$ cat config.mk
export PLATFORM = sky130hd
export DESIGN_NAME = sprite_motion_ctrl
export DESIGN_NICKNAME = d
export VERILOG_FILES = /design/src/rtl/sprite_motion_ctrl.sv
export SDC_FILE = /design/constraint.sdc
export NUM_CORES = 1
export LEC_CHECK = 0
export BUFFER_PORTS_ARGS = -buffer_cell sky130_fd_sc_hd__buf_2
export CORE_MARGIN = 4
export CORE_UTILIZATION = 40
export DETAILED_ROUTE_END_ITERATION = 6
export HOLD_SLACK_MARGIN = 0.03
export PLACE_DENSITY = 0.63
export SYNTH_ARGS = -nofsm -noshare
export SYNTH_HDL_FRONTEND = slang
export SYNTH_SLANG_ARGS = --single-unit
export TNS_END_PERCENT = 50
$ cat constraint.sdc
create_clock -name clk -period 6.7 [get_ports clk]
set_clock_uncertainty 0.1 [all_clocks]
set_input_delay 0.67 -clock clk [delete_from_list [all_inputs] [get_ports clk]]
set_output_delay 0.67 -clock clk [all_outputs]
set_load 0.01 [all_outputs]
$ cat src/rtl/sprite_motion_ctrl.sv
// rtl/sprite_motion_ctrl.sv - per-frame sprite position update (auto-bounce / manual)
module sprite_motion_ctrl #(
  parameter int H_ACTIVE    = 640,
  parameter int V_ACTIVE    = 480,
  parameter int SPRITE_SIZE = 64,
  parameter int STEP        = 2,
  parameter int INIT_X      = 288,
  parameter int INIT_Y      = 208
) (
  input  logic       clk,
  input  logic       rst_n,
  input  logic       frame_tick,
  input  logic       pause,
  input  logic       mode,
  input  logic       btn_left,
  input  logic       btn_right,
  input  logic       btn_up,
  input  logic       btn_down,
  output logic [9:0] posx,
  output logic [9:0] posy,
  output logic       dir_x,
  output logic       dir_y,
  output logic       bounce,
  output logic [7:0] frame_cnt
);

  localparam int XMAX = H_ACTIVE - SPRITE_SIZE;
  localparam int YMAX = V_ACTIVE - SPRITE_SIZE;
  localparam logic signed [10:0] STEP_S = 11'(STEP);
  localparam logic signed [10:0] XMAX_S = 11'(XMAX);
  localparam logic signed [10:0] YMAX_S = 11'(YMAX);

  typedef enum logic [1:0] {S_WAIT, S_CALC, S_COMMIT} state_t;

  state_t     state;
  logic       smode, sleft, sright, sup, sdown;
  logic [9:0] nx, ny;
  logic       ndx, ndy, nbounce;
  logic [11:0] step_x, step_y;

  // One axis update: returns {new_pos, new_dir, bounced}; all math in 11-bit signed
  // so a step past either edge is clamped before it is cut back to 10 bits.
  function automatic logic [11:0] axis_step(
    input logic [9:0]        pos,
    input logic              dir,
    input logic              man,
    input logic              inc,
    input logic              dec,
    input logic signed [10:0] lim
  );
    logic signed [10:0] p;
    logic signed [10:0] up;
    logic signed [10:0] dn;
    logic [9:0]         np;
    logic               nd;
    logic               b;
    p  = signed'({1'b0, pos});
    up = p + STEP_S;
    dn = p - STEP_S;
    np = pos;
    nd = dir;
    b  = 1'b0;
    if (man) begin
      if (inc && !dec) begin
        np = (up >= lim) ? lim[9:0] : up[9:0];
        nd = 1'b0;
      end else if (dec && !inc) begin
        np = (dn <= 11'sd0) ? 10'd0 : dn[9:0];
        nd = 1'b1;
      end
    end else if (!dir) begin
      if (up >= lim) begin
        np = lim[9:0];
        nd = 1'b1;
        b  = 1'b1;
      end else begin
        np = up[9:0];
      end
    end else begin
      if (dn <= 11'sd0) begin
        np = 10'd0;
        nd = 1'b0;
        b  = 1'b1;
      end else begin
        np = dn[9:0];
      end
    end
    return {np, nd, b};
  endfunction

  // Candidate next values for both axes from the inputs latched at the accepted tick
  always_comb begin
    step_x = axis_step(posx, dir_x, smode, sright, sleft, XMAX_S);
    step_y = axis_step(posy, dir_y, smode, sdown, sup, YMAX_S);
  end

  // Frame update sequencer: latch inputs, compute, then commit to the outputs
  always_ff @(posedge clk or negedge rst_n) begin
    if (!rst_n) begin
      state     <= S_WAIT;
      smode     <= 1'b0;
      sleft     <= 1'b0;
      sright    <= 1'b0;
      sup       <= 1'b0;
      sdown     <= 1'b0;
      nx        <= 10'(INIT_X);
      ny        <= 10'(INIT_Y);
      ndx       <= 1'b0;
      ndy       <= 1'b0;
      nbounce   <= 1'b0;
      posx      <= 10'(INIT_X);
      posy      <= 10'(INIT_Y);
      dir_x     <= 1'b0;
      dir_y     <= 1'b0;
      bounce    <= 1'b0;
      frame_cnt <= 8'd0;
    end else begin
      bounce <= 1'b0;
      case (state)
        S_WAIT: begin
          if (frame_tick && !pause) begin
            smode  <= mode;
            sleft  <= btn_left;
            sright <= btn_right;
            sup    <= btn_up;
            sdown  <= btn_down;
            state  <= S_CALC;
          end
        end
        S_CALC: begin
          nx      <= step_x[11:2];
          ndx     <= step_x[1];
          ny      <= step_y[11:2];
          ndy     <= step_y[1];
          nbounce <= step_x[0] | step_y[0];
          state   <= S_COMMIT;
        end
        S_COMMIT: begin
          posx      <= nx;
          posy      <= ny;
          dir_x     <= ndx;
          dir_y     <= ndy;
          bounce    <= nbounce;
          frame_cnt <= frame_cnt + 8'd1;
          state     <= S_WAIT;
        end
        default: state <= S_WAIT;
      endcase
    end
  end

endmodule

# [Yosys cells after proc, flatten, opt, wreduce, memory -nomap -nowiden]
# Cells that the tools add are included.
[totals] output_inout_bits=31 input_bits=9 register_bits=61
[classes] bitwise=1 n_reduce_logical=12 n_eq_ne=3 order_cmp=4 mux=33 n_addsub=5
[op_table] cell="two-way mux 10 bit" n=12
[op_table] cell="adder 10 x 2 -> 11 bit, second input constant" n=2
[op_table] cell="less-or-equal comparator 11 x 1 -> 1 bit, second input constant" n=2
[op_table] cell="subtractor 10 x 2 -> 11 bit, second input constant" n=2
[op_table] cell="two-way mux 1 bit" n=19
[op_table] cell=">= comparator 11 x 10 -> 1 bit, second input constant" n=1
[op_table] cell=">= comparator 11 bit, second input constant" n=1
[op_table] cell="adder 8 x 1 -> 8 bit, second input constant" n=1
[op_table] cell="logical AND 1 bit" n=5
[op_table] cell="zero test 1 bit" n=5
[op_table] cell="case mux 2 bit (2 select lines)" n=1
[op_table] cell="== test 2 x 1 -> 1 bit, second input constant" n=1
[op_table] cell="== test 2 bit, second input constant" n=1
[op_table] cell="zero test 2 bit" n=1
[op_table] cell="two-way mux 2 bit" n=1
[op_table] cell="!= test 2 bit, second input constant" n=1
[op_table] cell="AND reduction 2 bit" n=1
[op_table] cell="OR 1 bit" n=1

# [Logic depth before layout (Yosys ltp)]
[depth] depth_word=6 mapped_depth=9 ltp_nobuf=8

# [Worst setup path before layout]
# OpenSTA, ideal clock, no wires.
[synth_path] path_kind="reg-to-reg" from="reg posx[1]" to="reg nx[2]" period_less_slack_ns=2.402 slack_ns=4.298 arrival_ns=2.233 required_time_ns=6.531 setup_ns=0.069 stages_incl_launch_ff=10 path_cell_list="dfrtp_1 clkbuf_2 inv_1 ha_1 nand2b_1 or4_4 nand4_2 nand2_1 or4_1 nand3_1"
[synth_between] elab_chain_len=6 word_cells_on_any_way=10
[synth_lines] item="start, declared" line_no="19" text="output logic [9:0] posx,"
[synth_lines] item="start signal, assigned" line_no="111" text="posx <= 10'(INIT_X);"
[synth_lines] item="start signal, assigned" line_no="139" text="posx <= nx;"
[synth_lines] item="subtractor 10 x 2 -> 11 bit" line_no="59" text="dn = p - STEP_S;"
[synth_lines] item="less-or-equal comparator 11 x 1 -> 1 bit" line_no="68, 80"
[synth_lines] item="two-way mux 10 bit" line_no="68, 80"
[synth_lines] item="two-way mux 10 bit" line_no="67" text="end else if (dec && !inc) begin"
[synth_lines] item="two-way mux 10 bit" line_no="64" text="if (inc && !dec) begin"
[synth_lines] item="two-way mux 10 bit (*)" line_no="63" text="if (man) begin"
[synth_lines] item="end signal, assigned" line_no="106" text="nx <= 10'(INIT_X);"
[synth_lines] item="end signal, assigned" line_no="131" text="nx <= step_x[11:2];"
[synth_lines] item="end, declared" line_no="37" text="logic [9:0] nx, ny;"
# Every way passes the cells marked *; elsewhere a longest branch is shown, timed or not.
# A chain may end at the register's enable or synchronous reset.

# [Worst setup path after layout]
[layout_path] from="reg state[1]" to="reg ny[3]"
[layout_between] elab_chain_len=1
[layout_lines] item="start, declared" line_no="35" text="state_t state;"
[layout_lines] item="start signal, assigned" line_no="100" text="state <= S_WAIT;"
[layout_lines] item="start signal, assigned" line_no="127" text="state <= S_CALC;"
[layout_lines] item="start signal, assigned" line_no="136" text="state <= S_COMMIT;"
[layout_lines] item="== test 2 x 1 -> 1 bit" line_no="119" text="case (state)"
[layout_lines] item="end signal, assigned" line_no="107" text="ny <= 10'(INIT_Y);"
[layout_lines] item="end signal, assigned" line_no="133" text="ny <= step_y[11:2];"
[layout_lines] item="end, declared" line_no="37"
# Every way passes these cells.

==> run_results.csv <==
group,metric,value,unit
grt,grt_overflow,0,
floorplan,start_util,41.65,%
grt,grt.busiest_layer,"met2",
place,place_ws,3491,ps
yosys,synth_most_common_cell,"nand2_1",
yosys,yosys.area.top_type,"dfrtp_1",
critical_path,worst-setup-path-type,"reg2reg",
cells_and_area,n_antenna_cell,0,
drt,dr.pass1.iters,6,
drt,wire_per_inst,19.22,um
grt,grt_use_total,20.42,%
clock_tree,insertion_delay,350,ps
timing,slew_violations,0,
yosys,synth.yosys.warnings,0,
critical_path,arrival,3360,ps
min_path,hp-class,"reg2reg",
yosys,yosys_most_used_dff,"dfrtp_1",
timing,grt_setup_unrepaired,"no",
cells_and_area,num-nets-final,536,
floorplan,die-area,12630,um^2
drt,route.detailed.drc,0,
power_and_ir_drop,leakage,0.001931,uW
clock_tree,hold_buffers,0,
grt,grt_max_degree,62,
timing,period_needed,3229,ps
grt,grt_first_pass_wirelength,21160,um
critical_path,required,6830,ps
drt,routed_wl,12740,um
floorplan,ios,40,
yosys,syn_area,4358,um^2
clock_tree,clk_pin_slew_worst_paths,70,ps
timing,final-hold-violation-count,0,
yosys,ys_async_sr_fraction,100.0,%
cells_and_area,areaGrowthSynthToFinish,9.991,%
cells_and_area,drive_gt1_share,19.92,%
yosys,netlist_instances,514,
yosys,yosysSeqAreaShare,35.31,%
grt,grtUsageMet1,30.29,%
yosys,yosys-top-cells-area,"dfrtp_1 (29%), dfstp_2 (6.0%), mux2_2 (5.2%), nand2_1 (4.8%), o21ai_0 (4.0%)",
clock_tree,h-tree-depth,3,
drt,via_count,4187,
place,place_congestion,0.9181,
timing,max_freq,309.7,MHz
grt,grtUsageMet2,30.79,%
timing,tns,0,ps
floorplan,die_w,112.4,um
floorplan,fp-row-count,37,
critical_path,critPathLaunchType,"flop",
place,dp.final_hpwl,8893,um
run_status,status,"finished, final reports clean",
timing,finalCritPeriodShare,48.20,%
drt,avgViaCountPerCell,6.315,
timing,setup_violations,0,
flow_run,maxCapViolCount,0,
yosys,synth-seq-cells,61,
drt,drt-initial-drc-count,551,
clock_tree,cts_buffers,9,
critical_path,endpoint_kind,"flop",
floorplan,fp.dieH,112.4,um
timing,worst_slack,3471,ps
yosys,yosysUniqueCellTypes,72,
grt,antenna_found_initial,0,
floorplan,coreArea,10460,um^2
drt,ant_nets,0,
critical_path,worstPathMaxFanout,23,
yosys,synth-edff-count,0,
clock_tree,clock_path_buffers,2,
clock_tree,cts.repair.resized,0,
power_and_ir_drop,powerDensity,460.1,nW/um^2
clock_tree,clock-sinks,61,
power_and_ir_drop,ir_worst_vdd,0.1759,mV
yosys,postSynthAreaPerCell,8.478,um^2
place,port_buffers,39,
timing,max-slew-margin-rel,30.96,%
yosys,synth_nets,528,
timing,tightest_slew,1032,ps
grt,use_met3,2.857,%
clock_tree,cts_setup_buffers,0,
grt,grt_pass1_vias,3976,
yosys,synth_common_cells,"nand2_1 (56), dfrtp_1 (51), nor2_1 (36)",
clock_tree,root_buffer,"clkbuf_8",
yosys,yosysTopAreaCellShare,29.29,%
clock_tree,cts_tree,"done",
## report_power, final
| part | total, uW | switching (uW) | internal [uW] |
|---|---|---|---|
| logic | 952 | 550 | 402 |
| registers | 844 | 320 | 524 |
| clock network | 410 | 161 | 249 |
## critical path: stages, from the launching register on
cell and delay [ps]:
dfrtp_1 380, nand2b_1 800, inv_1 460, nand2_1 580, nor3_1 200, a22oi_1 160
o21ai_0 120, a211o_1 290
## cells by family after synthesis
group / synth area share (%)
adder cells (fa/ha/maj): 1.665
AO/OA/AOI/OAI: 22.40
buffers and inverters: 5.225
multiplexers: 5.627
flip-flops: 35.31
XOR/XNOR: 4.823
AND/OR/NAND/NOR: 24.95
## layout make-up
class	count	area [um^2]
clock buffer	9	123.9
fill	1053	5669
multi-input combinational	400	2594
sequential	61	1539
timing repair buffer	41	210.2
clock inverter	7	122.6
tap	136	170.2
inverter	9	33.78
## per-layer routing
layer / vias to the layer above / wire length (um)
li1: 1920 / -
met1: 2031 / 5842
met2: 208 / 5630
met3: 28 / 1012
met4: 0 / 255
met5: - / 0
## worst paths after layout
path | from | to | slack, ps | cells after the start
max | state[1] | ny[3] | 3470 | 7
min | nbounce | nbounce | 360 | 2
max reg2reg | state[1] | ny[3] | 3470 | 7
min reg2reg | nbounce | nbounce | 360 | 2
max in group asynchronous | rst_n | smode | 5600 | 2
min in group asynchronous | rst_n | posx[2] | 370 | 2
## layout by cell type, fill, tap and decap left out, types with 10 or more instances in the layout
master   Yosys  routed
nand2_1     56      56
dfrtp_1     51      51
buf_2       10      39
nor2_1      36      36
o21ai_0     35      35
a21oi_1     27      27
nand3_1     23      23
mux2_2      20      20
nor3_1      15      15
xnor2_1     13      13
xor2_1      11      11
dfstp_2     10      10
## state kept, by name, indices dropped and copies added (netlist names), 2 cells and up
register / count
frame_cnt: 8
nx: 10
ny: 10
posx: 10
posy: 10
state: 2
## through the flow
| stage | hold slack, ps | instance area, um^2 | cells | utilization [%] | power [uW] |
|---|---|---|---|---|---|
| 2_1_floorplan | 274.4 | 4358 | 514 | - | 1493 |
| 3_3_place_gp | 342.3 | 4547 | 647 | 43.46 | 1764 |
| 3_5_place_dp | 349.5 | 4547 | 647 | 43.46 | 1776 |
| 4_1_cts | 365.9 | 4793 | 663 | 45.81 | 2192 |
| 5_1_grt | 386.9 | 4793 | 663 | 45.81 | 2364 |
| 6_report | 362.5 | 4793 | 663 | 45.81 | 2206 |
No activity file was read; power rests on OpenSTA's default activity.
